`src/rtl/rod_pkg.sv`:
```
// rod_pkg: shared rod state encoding, default geometry and derived-constant helpers
// Contents:
//   rod_state_t    2-bit FSM state, also exported on the top-level state port
//   *_DEF          default geometry used as parameter defaults by rod_motion_ctrl
//   lowered_y()    top edge of the sprite box when fully lowered
package rod_pkg;
   typedef enum logic [1:0] {
      RAISED   = 2'd0,
      LOWERING = 2'd1,
      LOWERED  = 2'd2,
      RAISING  = 2'd3
   } rod_state_t;
   localparam int ROD_X0_DEF   = 564;
   localparam int ROD_Y_UP_DEF = 210;
   localparam int TRAVEL_DEF   = 48;
   localparam int STEP_DEF     = 2;
   localparam int SPRITE_W_DEF = 64;
   localparam int SPRITE_H_DEF = 16;
   localparam int ADDR_W_DEF   = 10;
   localparam int SPRITE_SHIFT_DEF = $clog2(SPRITE_W_DEF);
   function automatic int lowered_y(input int y_up, input int travel);
      return y_up + travel;
   endfunction
endpackage

```
`src/rtl/rod_motion_ctrl_frame_tick_gen.sv`:
```
// frame_tick_gen: one-cycle pulse on each falling edge of active-low vsync
// Ports:
//   i_clk    pixel clock
//   i_rst_n  asynchronous active-low reset (delayed vsync resets high)
//   i_vsync  active-low vsync, synchronous to i_clk
//   o_tick   high for the single cycle in which vsync first goes low
module frame_tick_gen (
   input  logic i_clk,
   input  logic i_rst_n,
   input  logic i_vsync,
   output logic o_tick
);
   logic r_vsync_d;
   always_ff @(posedge i_clk or negedge i_rst_n) begin
      if (!i_rst_n) r_vsync_d <= 1'b1;
      else          r_vsync_d <= i_vsync;
   end
   assign o_tick = r_vsync_d & ~i_vsync;
endmodule

```
`src/rtl/rod_motion_ctrl.sv`:
```
// rod_motion_ctrl: frame-stepped rod (gate) sprite sequencer and sprite address generator
// Ports:
//   vga_clk      pixel clock, all state on posedge
//   reset_n      asynchronous active-low reset
//   vsync        active-low vsync; position only changes on its falling edge
//   trigger      level, 1 = rod should be lowered; sampled only on frame ticks
//   DrawX/DrawY  current pixel
//   rod_y        current top edge of the rod box
//   rom_address  sprite ROM address, combinational, 0 outside the box
//   rod_on       pixel-in-box flag delayed one cycle to line up with ROM data
//   state        rod_state_t
//   at_bottom    state == LOWERED
//   moving       state == LOWERING or RAISING
module rod_motion_ctrl
   import rod_pkg::*;
#(
   parameter int ROD_X0   = ROD_X0_DEF,
   parameter int ROD_Y_UP = ROD_Y_UP_DEF,
   parameter int TRAVEL   = TRAVEL_DEF,
   parameter int STEP     = STEP_DEF,
   parameter int SPRITE_W = SPRITE_W_DEF,
   parameter int SPRITE_H = SPRITE_H_DEF,
   parameter int ADDR_W   = ADDR_W_DEF
) (
   input  logic              vga_clk,
   input  logic              reset_n,
   input  logic              vsync,
   input  logic              trigger,
   input  logic [9:0]        DrawX,
   input  logic [9:0]        DrawY,
   output logic [9:0]        rod_y,
   output logic [ADDR_W-1:0] rom_address,
   output logic              rod_on,
   output rod_state_t        state,
   output logic              at_bottom,
   output logic              moving
);
   localparam int SHIFT = $clog2(SPRITE_W);
   // 11-bit constants so the clamp compares cannot wrap at 10 bits
   localparam logic [10:0] Y_UP      = 11'(ROD_Y_UP);
   localparam logic [10:0] Y_DN      = 11'(lowered_y(ROD_Y_UP, TRAVEL));
   localparam logic [10:0] Y_UP_STEP = 11'(ROD_Y_UP + STEP);
   localparam logic [10:0] X_LO      = 11'(ROD_X0);
   localparam logic [10:0] X_HI      = 11'(ROD_X0 + SPRITE_W);
   rod_state_t  r_state, w_state_nxt;
   logic [9:0]  r_rod_y, w_rod_y_nxt;
   logic        r_rod_on;
   logic        w_tick;
   logic        w_in_box;
   logic [10:0] w_ry, w_y_dn, w_x, w_dy, w_off_x, w_off_y;
   frame_tick_gen u_tick (
      .i_clk   (vga_clk),
      .i_rst_n (reset_n),
      .i_vsync (vsync),
      .o_tick  (w_tick)
   );
   assign w_ry   = {1'b0, r_rod_y};
   assign w_y_dn = w_ry + 11'(STEP);
   // A reversal only changes direction on its tick; the step resumes on the next tick
   always_comb begin
      w_state_nxt = r_state;
      w_rod_y_nxt = r_rod_y;
      if (w_tick) begin
         case (r_state)
            RAISED:   w_state_nxt = trigger ? LOWERING : RAISED;
            LOWERED:  w_state_nxt = trigger ? LOWERED : RAISING;
            LOWERING: begin
               if (!trigger) w_state_nxt = RAISING;
               else if (w_y_dn >= Y_DN) begin
                  w_state_nxt = LOWERED;
                  w_rod_y_nxt = Y_DN[9:0];
               end else w_rod_y_nxt = w_y_dn[9:0];
            end
            RAISING: begin
               if (trigger) w_state_nxt = LOWERING;
               else if (w_ry <= Y_UP_STEP) begin
                  w_state_nxt = RAISED;
                  w_rod_y_nxt = Y_UP[9:0];
               end else w_rod_y_nxt = r_rod_y - 10'(STEP);
            end
         endcase
      end
   end
   always_ff @(posedge vga_clk or negedge reset_n) begin
      if (!reset_n) begin
         r_state  <= RAISED;
         r_rod_y  <= Y_UP[9:0];
         r_rod_on <= 1'b0;
      end else begin
         r_state  <= w_state_nxt;
         r_rod_y  <= w_rod_y_nxt;
         r_rod_on <= w_in_box;
      end
   end
   assign w_x      = {1'b0, DrawX};
   assign w_dy     = {1'b0, DrawY};
   assign w_in_box = (w_x >= X_LO) && (w_x < X_HI) && (w_dy >= w_ry) && (w_dy < w_ry + 11'(SPRITE_H));
   assign w_off_x  = w_x - X_LO;
   assign w_off_y  = w_dy - w_ry;
   assign rom_address = w_in_box ? ADDR_W'(w_off_x) + (ADDR_W'(w_off_y) << SHIFT) : '0;
   assign rod_y     = r_rod_y;
   assign rod_on    = r_rod_on;
   assign state     = r_state;
   assign at_bottom = (r_state == LOWERED);
   assign moving    = (r_state == LOWERING) || (r_state == RAISING);
endmodule
```
`config.mk`:
```
export PLATFORM = sky130hd
export DESIGN_NAME = rod_motion_ctrl
export DESIGN_NICKNAME = d
export VERILOG_FILES = /design/src/rtl/rod_pkg.sv /design/src/rtl/rod_motion_ctrl_frame_tick_gen.sv /design/src/rtl/rod_motion_ctrl.sv
export SDC_FILE = /design/constraint.sdc
export NUM_CORES = 1
export LEC_CHECK = 0
export ABC_CLOCK_PERIOD_IN_PS = 7800
export CORE_MARGIN = 3
export CORE_UTILIZATION = 30
export DETAILED_ROUTE_END_ITERATION = 8
export GPL_TIMING_DRIVEN = 1
export SYNTH_ARGS = -nofsm -noshare
export SYNTH_HDL_FRONTEND = slang
export SYNTH_SLANG_ARGS = --single-unit
```
`constraint.sdc`:
```
create_clock -name vga_clk -period 7.8 [get_ports vga_clk]
set_clock_uncertainty 0.2 [all_clocks]
set_input_delay 1.56 -clock vga_clk [delete_from_list [all_inputs] [get_ports vga_clk]]
set_output_delay 1.56 -clock vga_clk [all_outputs]
set_load 0.05 [all_outputs]
```
Word-level counts from Yosys, hierarchy flattened. Index checks and enable logic that the tools add are counted.

Flip-flop bits (word level): 14. Bits in latches: 0. RAM bits: 0. Memory bits (read-only): 0. Input bits: 24. Word-level logic and storage cells: 46. Memories kept: 0.

Add/sub/neg operators: 6. Multiply operators: 0. Div/mod/pow operators: 0. Order comparisons: 6. Eq/ne operators: 7. Shift-type cells: 0. Muxes and demuxes: 13. Bitwise gates (word level): 2. Reductions and logical operators: 8.

Operators with widths (number): 10-bit 2-to-1 mux (5); 10-bit one-hot mux with 2 select lines (1); 10-bit by 2-bit adder with 11-bit output (second input constant) (1); 10-bit by 5-bit adder with 11-bit output (second input constant) (1); 11-bit by 9-bit >= comparator with 1-bit output (second input constant) (1); 10-bit by 11-bit < comparator with 1-bit output (1); 10-bit adder (1); 10-bit >= comparator (1); 10-bit >= comparator (second input constant) (1); 10-bit by 8-bit less-or-equal comparator with 1-bit output (second input constant) (1); 10-bit < comparator (second input constant) (1); 10-bit subtractor (second input constant) (1); 10-bit by 2-bit subtractor with 10-bit output (second input constant) (1); 2-bit 2-to-1 mux (4); 2-bit one-hot mux with 4 select lines (1); 3-bit inequality test (second input constant) (2); 2-bit == test (second input constant) (2); 2-bit inequality test (second input constant) (2); 4-bit AND reduction (1); 4-bit subtractor (1); 1-bit logical AND (3); 3-bit AND reduction (1); 2-bit by 1-bit == test with 1-bit output (second input constant) (1); 2-bit logical NOT (1); 5 further kinds (6).

Depth between registers and ports, before layout. Gate-level depths: netlist of the first run.

Depth in word-level cells: 5. Mapped depth: 12. Gate-level depth less buffers: 10.

By module. A second synthesis of the first run with hierarchy kept.

Cell total of the unflattened synthesis: 253. Area, all modules: 2021.9 um^2.

Modules (own cells, without submodules): rod_motion_ctrl (times used 1, cells each 251, area an instance 1981.9 um^2); frame_tick_gen (times used 1, cells each 2, area an instance 40.0 um^2).

Least setup slack after synthesis of the first run. No wires, ideal clock.

Path type: input-to-output. From: input port DrawY[1]. To: output port rom_address[6]. Arrival: 3845 ps. Data required time: 6040 ps. Setup slack: 2195 ps. Stages: 7. Buffers on the path: 0. Cells stage by stage: ha_1 o21a_1 o211ai_1 a211o_1 a32oi_1 a2111o_1 nor3b_1.

Cells in the longest elaborated chain, start to end: 4. Elaborated cells on any way between the ends: 5.

Ends and longest elaborated chain: start, declared (RTL line rod_motion_ctrl.sv:30) `input logic [9:0] DrawY,`; 10-bit >= comparator (RTL line rod_motion_ctrl.sv:97) `assign w_in_box = (w_x >= X_LO) && (w_x < X_HI) && (w_dy >= w_ry) && (w_dy < w_ry + 11'(SPRITE_H));`; 1-bit logical AND (RTL line rod_motion_ctrl.sv:97); 1-bit logical AND (*) (RTL line rod_motion_ctrl.sv:97); 10-bit 2-to-1 mux (*) (RTL line rod_motion_ctrl.sv:100) `assign rom_address = w_in_box ? ADDR_W'(w_off_x) + (ADDR_W'(w_off_y) << SHIFT) : '0;`; end, declared (RTL line rod_motion_ctrl.sv:32) `output logic [ADDR_W-1:0] rom_address,`.

Mark *: on every way between the ends. The rest lies on a longest branch, timed or not.

Worst setup path after layout of the first run.
From: input port DrawY[1]. To: output port rom_address[8].

Cells in the longest elaborated chain, start to end: 4. Elaborated cells on any way between the ends: 7.

Ends and longest elaborated chain (RTL line): branches (longest 3 deep; another with 10-bit adder); 10-bit 2-to-1 mux (*) (rod_motion_ctrl.sv:100).

Mark *: on every way between the ends.

==> impl_metrics.ini, run 1 <==
[clock_tree]
cts_root_buf = clkbuf_8
ctsHoldBuffers = 0
cts-buffers-inserted = 3
post-cts-setup-buffers = 0
htreeDepth = 1
cts_tree = done
post_cts_resized = 0
clock_path_buffers = 2
cts.clk_slew.worst_paths_ns = 0.05
clkLatencyLatePin_ns = 0.24
numClockSinks = 13

[logic_synthesis]
synthArstFlopShare_pct = 100
synth_top_area_cell = ha_1
syn_area_per_cell_um2 = 7.80
synth_top_area_share_pct = 21.1
netlist_area_um2 = 1960
synth-seq-cells = 13
yosys_warnings = 0
synth_flop_cell = dfrtp_1
seq_area_frac_synth_pct = 16.9
synth-edff-count = 0
ys_types = 50
synthTopCellsByArea = ha_1 21%, dfrtp_1 10%, dfstp_2 6.7%, inv_1 5.9%, xnor2_1 5.8%
netlist_instances = 251
syn_nets = 310

[floorplan]
die_x_um = 86.8
start_util_pct = 31.9
fp.dieH_um = 86.8
num_rows = 28
ios = 49
design.core.area_um2 = 6130
die-area_um2 = 7530

[timing]
timing.final.crit_share_pct = 81.3
drv_slew = 0
hold_viol_final = 0
clock.fmax_mhz = 158
fin_hold_ws_ns = 0.405
max_slew_margin_pct = 60.7
rsz0062_at_grt = false
setup_viol = 0
tns_ns = 0
finalCriticalPeriod_ns = 6.34
finalWorstSetupSlack_ns = 1.46
worst_pin_slew_ns = 0.587

[worst_setup_path]
crit_arrival_ns = 4.58
start_kind = input port
critPathMaxFanout = 3
crit_start = DrawY[1]
path_delay_family = buffers and inverters
slowest_delay_ns = 0.81
critical_path_class = in -> out
crit_chain = clkdlybuf4s50_1 -> fa_1 -> inv_1 -> ha_1 -> inv_1 -> ha_1 -> nor4b_1 -> nor2_1 -> xor2_1 -> nor2_1 -> clkdlybuf4s50_1
required_ns = 6.04
r2r_start = rod_y[6]$_DFFE_PN1P_
crit_path_end_kind = output pin
cp_slowest_cell = clkdlybuf4s50_1
critPathBufInv = 4

[placement]
hpwl_mm = 4.04
placed_cells = 363
gp_congestion = 0.838
place_ws_ns = 1.42
io_buffers = 47

[grt]
antenna_found_initial = 0
grt_pass1_vias = 1829
grt-ovfl-total = 0
grt_start_max_net_pins = 18
grt_usage_pct = 13.7
grt_pass1_wl_mm = 8.54

[finish]
syn_to_final_growth_pct = 28.6
layout.cells.non_filler = 367
final_nets = 352
drive_gt1_share_pct = 6.51
diodes = 0

[power]
p_leak_nw = 1.13
ir_drop_uv = 209
cellPowerDensity_nw_per_um2 = 379

[flow_run]
max_cap_violations = 0

[min_path]
hp-start = state[1]$_DFFE_PN0P_
worstHoldPathType = reg -> reg

[routing]
dr.pass1.iters = 4
dr_total_vias = 1853
routed_wirelength_mm = 4.86
drtIter0Drc = 105
drcViolationCount = 0
via_per_inst = 5.05
final_antenna_net_count = 0
drt-wirelength-per-cell_um = 13.2

[status]
status = finished, final reports clean
Yosys cell counts, types with 4 or more instances:
cell      number
a21oi_1       18
buf_2          4
clkbuf_1       4
dfrtp_1        8
dfstp_2        5
ha_1          33
inv_1         31
nand2_1       13
nand3_1       14
nor2_1        24
nor3_1         8
o21ai_0        9
o221ai_1       4
xnor2_1       13
worst reg2reg max path, delay by kind of cell, from the launching register on:
family / cells / cell delay [ns]
compound gates: 3 / 0.87
xor+xnor: 1 / 0.16
fa+ha+maj: 1 / 0.29
buf+inv: 1 / 0.12
flops: 1 / 0.72
simple gates: 4 / 0.60
report_power, final:
part	leakage (nW)	switching, mW	internal (mW)	total, mW
sequential	0.150	0.0792	0.102	0.181
combinational	0.954	0.418	0.293	0.711
clock	0.0228	0.0250	0.0361	0.0611
total	1.13	0.522	0.431	0.954
per-layer routing:
metal / part of all wire (%) / global-route usage [%] / vias to the layer above
met2: 45 / 21.6 / 40
li1: - / - / 972
met1: 49 / 19.6 / 835
met3: 4.1 / 2.47 / 6
met5: 0 / 0 / -
met4: 0.99 / 2.27 / 0
cell type report:
cell class | instances | area (um^2)
Tap cell | 75 | 93.8
Multi-Input combinational cell | 196 | 1450
Inverter | 31 | 116
Sequential cell | 13 | 332
Timing Repair Buffer | 48 | 478
Clock buffer | 4 | 45.0
Fill cell | 614 | 3610
metrics by stage:
step | util [%] | area (um^2) | total power, mW
after floorplan | - | 1960 | 0.717
after global placement | 40.3 | 2470 | 0.888
after detailed placement | 40.3 | 2470 | 0.893
after CTS | 41.1 | 2520 | 0.958
after global routing | 41.1 | 2520 | 1.05
final | 41.1 | 2520 | 0.954
state kept, by name (all words and copies together), names as in the netlist:
| signal | cells |
|---|---|
| u_tick.r_vsync_d | 1 |
| rod_on | 1 |
| rod_y | 9 |
| state | 2 |
worst paths after layout:
kind / end / slack [ns] / depth (start not counted)
hold / removal: state[1]$_DFFE_PN0P_ / 0.41 / 2
setup reg to reg: rod_on$_DFF_PN0_ / 4.79 / 10
setup / recovery: rom_address[8] / 1.46 / 11
hold reg to reg: state[1]$_DFFE_PN0P_ / 0.41 / 2
max in group asynchronous: rod_y[8]$_DFFE_PN0P_ / 5.53 / 1
min in group asynchronous: rod_y[3]$_DFFE_PN0P_ / 1.49 / 1
cell usage in the layout, fill, tap and decap left out, types with 8 or more instances in the layout:
| cell | instances |
|---|---|
| a21oi_1 | 18 |
| clkdlybuf4s50_1 | 47 |
| dfrtp_1 | 8 |
| ha_1 | 33 |
| inv_1 | 31 |
| nand2_1 | 13 |
| nand3_1 | 14 |
| nor2_1 | 24 |
| nor3_1 | 8 |
| o21ai_0 | 9 |
| xnor2_1 | 13 |
cell families after synthesis:
| family | count (synthesis) | synth area share, % |
|---|---|---|
| simple gates | 79 | 20.4 |
| compound gates | 61 | 21.3 |
| buf+inv | 42 | 8.88 |
| fa+ha+maj | 35 | 23.1 |
| xor+xnor | 16 | 7.16 |
| flops | 13 | 16.9 |
| mux | 3 | 1.79 |
| other cells | 2 | 0.384 |
No activity file was read; power rests on OpenSTA's default activity.
==> run 2: changes to the inputs <==
--- a/config.mk
+++ b/config.mk
@@ -5,7 +5,7 @@
 export SDC_FILE = /design/constraint.sdc
 export NUM_CORES = 1
 export LEC_CHECK = 0
-export ABC_CLOCK_PERIOD_IN_PS = 7800
+export ABC_CLOCK_PERIOD_IN_PS = 5400
 export CORE_MARGIN = 3
 export CORE_UTILIZATION = 30
 export DETAILED_ROUTE_END_ITERATION = 8
==> constraint.sdc (replaced) <==
create_clock -name vga_clk -period 5.4 [get_ports vga_clk]
set_clock_uncertainty 0.2 [all_clocks]
set_input_delay 1.08 -clock vga_clk [delete_from_list [all_inputs] [get_ports vga_clk]]
set_output_delay 1.08 -clock vga_clk [all_outputs]
set_load 0.05 [all_outputs]
==> impl_metrics.ini, run 2 (synthesis results as in run 1) <==
[worst_setup_path]
reg2reg_depth = 10
required_ns = 4.12
start_kind = input port
crit_arrival_ns = 3.57
worstReg2RegEnd = rod_on$_DFF_PN0_
rrSetupSlack_ns = 2.42
critical_path_class = in -> out
critPathMaxFanout = 3
crit_path_end_kind = output pin
r2r_start = rod_y[6]$_DFFE_PN1P_

[power]
total_power_mw = 1.38
seqPwrFrac_pct = 19.1
intPower_uw = 624
p_leak_nw = 1.15
combPwrFrac_pct = 74.4
p_sw_uw = 752
clockPowerShare_pct = 6.5
cellPowerDensity_nw_per_um2 = 547
p_sw_share_pct = 54.6
ir_drop_uv = 299

[finish]
diodes = 0
final_cell_area_um2 = 2520
mostFrequentLayoutCell = clkdlybuf4s50_1
syn_to_final_growth_pct = 28.6
final_nets = 352
largest_reg_flops = 9
final_cell_mix = 37 x clkdlybuf4s50_1, 33 x ha_1, 31 x inv_1
drive_gt1_share_pct = 9.93

[timing]
tns_ns = 0
worst_pin_slew_ns = 0.592
setup_viol = 0
drv_slew = 0
fin_hold_ws_ns = 0.420
timing.final.crit_share_pct = 89.8
hold_viol_final = 0
clock.fmax_mhz = 206
rsz0062_at_grt = false
max_slew_margin_pct = 60.4
finalCriticalPeriod_ns = 4.85

[grt]
grt_use_met3_pct = 2.47
antenna_found_initial = 0
grt-ovfl-total = 0
grt_pass1_wl_mm = 8.53
grt_start_max_net_pins = 18
met2_usage_pct = 21.7
grt_busiest_layer = met2
use_met1_pct = 19.6
grt_usage_pct = 13.7
grt_pass1_vias = 1792

[routing]
final_antenna_net_count = 0
drcViolationCount = 0
routed_wirelength_mm = 4.87
via_per_inst = 5.04
dr.pass1.iters = 4
dr_total_vias = 1848
drtIter0Drc = 114
drt-wirelength-per-cell_um = 13.3

[clock_tree]
htreeDepth = 1
post-cts-setup-buffers = 0
post_cts_resized = 0
clock_path_buffers = 2
ctsHoldBuffers = 0
cts_tree = done
cts.clk_slew.worst_paths_ns = 0.05
numClockSinks = 13
cts_root_buf = clkbuf_8
clkLatencyLatePin_ns = 0.25
cts-buffers-inserted = 3

[floorplan]
num_rows = 28
ios = 49
fp.dieH_um = 86.8
start_util_pct = 31.9
die_x_um = 86.8
die-area_um2 = 7530
design.core.area_um2 = 6130

[placement]
io_buffers = 47
gp_congestion = 0.835
hpwl_mm = 4.04
placed_area_um2 = 2470

[min_path]
hp-start = state[1]$_DFFE_PN0P_
worstHoldPathType = reg -> reg
hold_depth = 2
holdPathEnd = state[1]$_DFFE_PN0P_

[flow_run]
max_cap_violations = 0

[status]
status = finished, final reports clean
## run 2: area by class of cell
| class | count | area [um^2] |
|---|---|---|
| Multi-Input combinational cell | 196 | 1450 |
| Inverter | 31 | 116 |
| Tap cell | 75 | 93.8 |
| Fill cell | 626 | 3610 |
| Clock buffer | 4 | 45.0 |
| Timing Repair Buffer | 48 | 478 |
| Sequential cell | 13 | 332 |
## run 2: worst max path at each step
stage	to	from	cells after the start
after CTS	rom_address[8]	DrawY[1]	11
after global placement	rom_address[8]	DrawY[1]	11
final	rom_address[8]	DrawY[1]	11
after floorplan	rom_address[6]	rod_y[7]$_DFFE_PN1P_	11
after detailed placement	rom_address[8]	DrawY[1]	11
after global routing	rom_address[8]	DrawY[1]	11
## run 2: metal layers
metal | vias up | wire [um]
met1 | 843 | 2410
met2 | 38 | 2230
li1 | 963 | -
met4 | 0 | 25
met3 | 4 | 204
met5 | - | 0
## run 2: power groups by stage
stage | combinational, mW | sequential [mW] | clock (mW)
detailed placement | 1.03 | 0.262 | 0
CTS | 1.03 | 0.261 | 0.0926
floorplan | 0.703 | 0.333 | 0
global route | 1.15 | 0.278 | 0.0977
finish | 1.02 | 0.263 | 0.0888
global placement | 1.02 | 0.261 | 0
## run 2: stage by stage
| step | std cells | setup slack [ns] | util, % |
|---|---|---|---|
| floorplan | 251 | 0.618 | - |
| global placement | 363 | 0.609 | 40.3 |
| detailed placement | 363 | 0.532 | 40.3 |
| CTS | 367 | 0.529 | 41.1 |
| global route | 367 | 0.374 | 41.1 |
| finish | 367 | 0.550 | 41.1 |
## run 2: worst max-delay path: stages
cell and delay, ns:
clkdlybuf4s50_1 0.45, fa_1 0.55, inv_1 0.04, ha_1 0.27, inv_1 0.04, ha_1 0.32
nor4b_1 0.25, nor2_1 0.08, xor2_1 0.14, nor2_1 0.17, buf_12 0.17
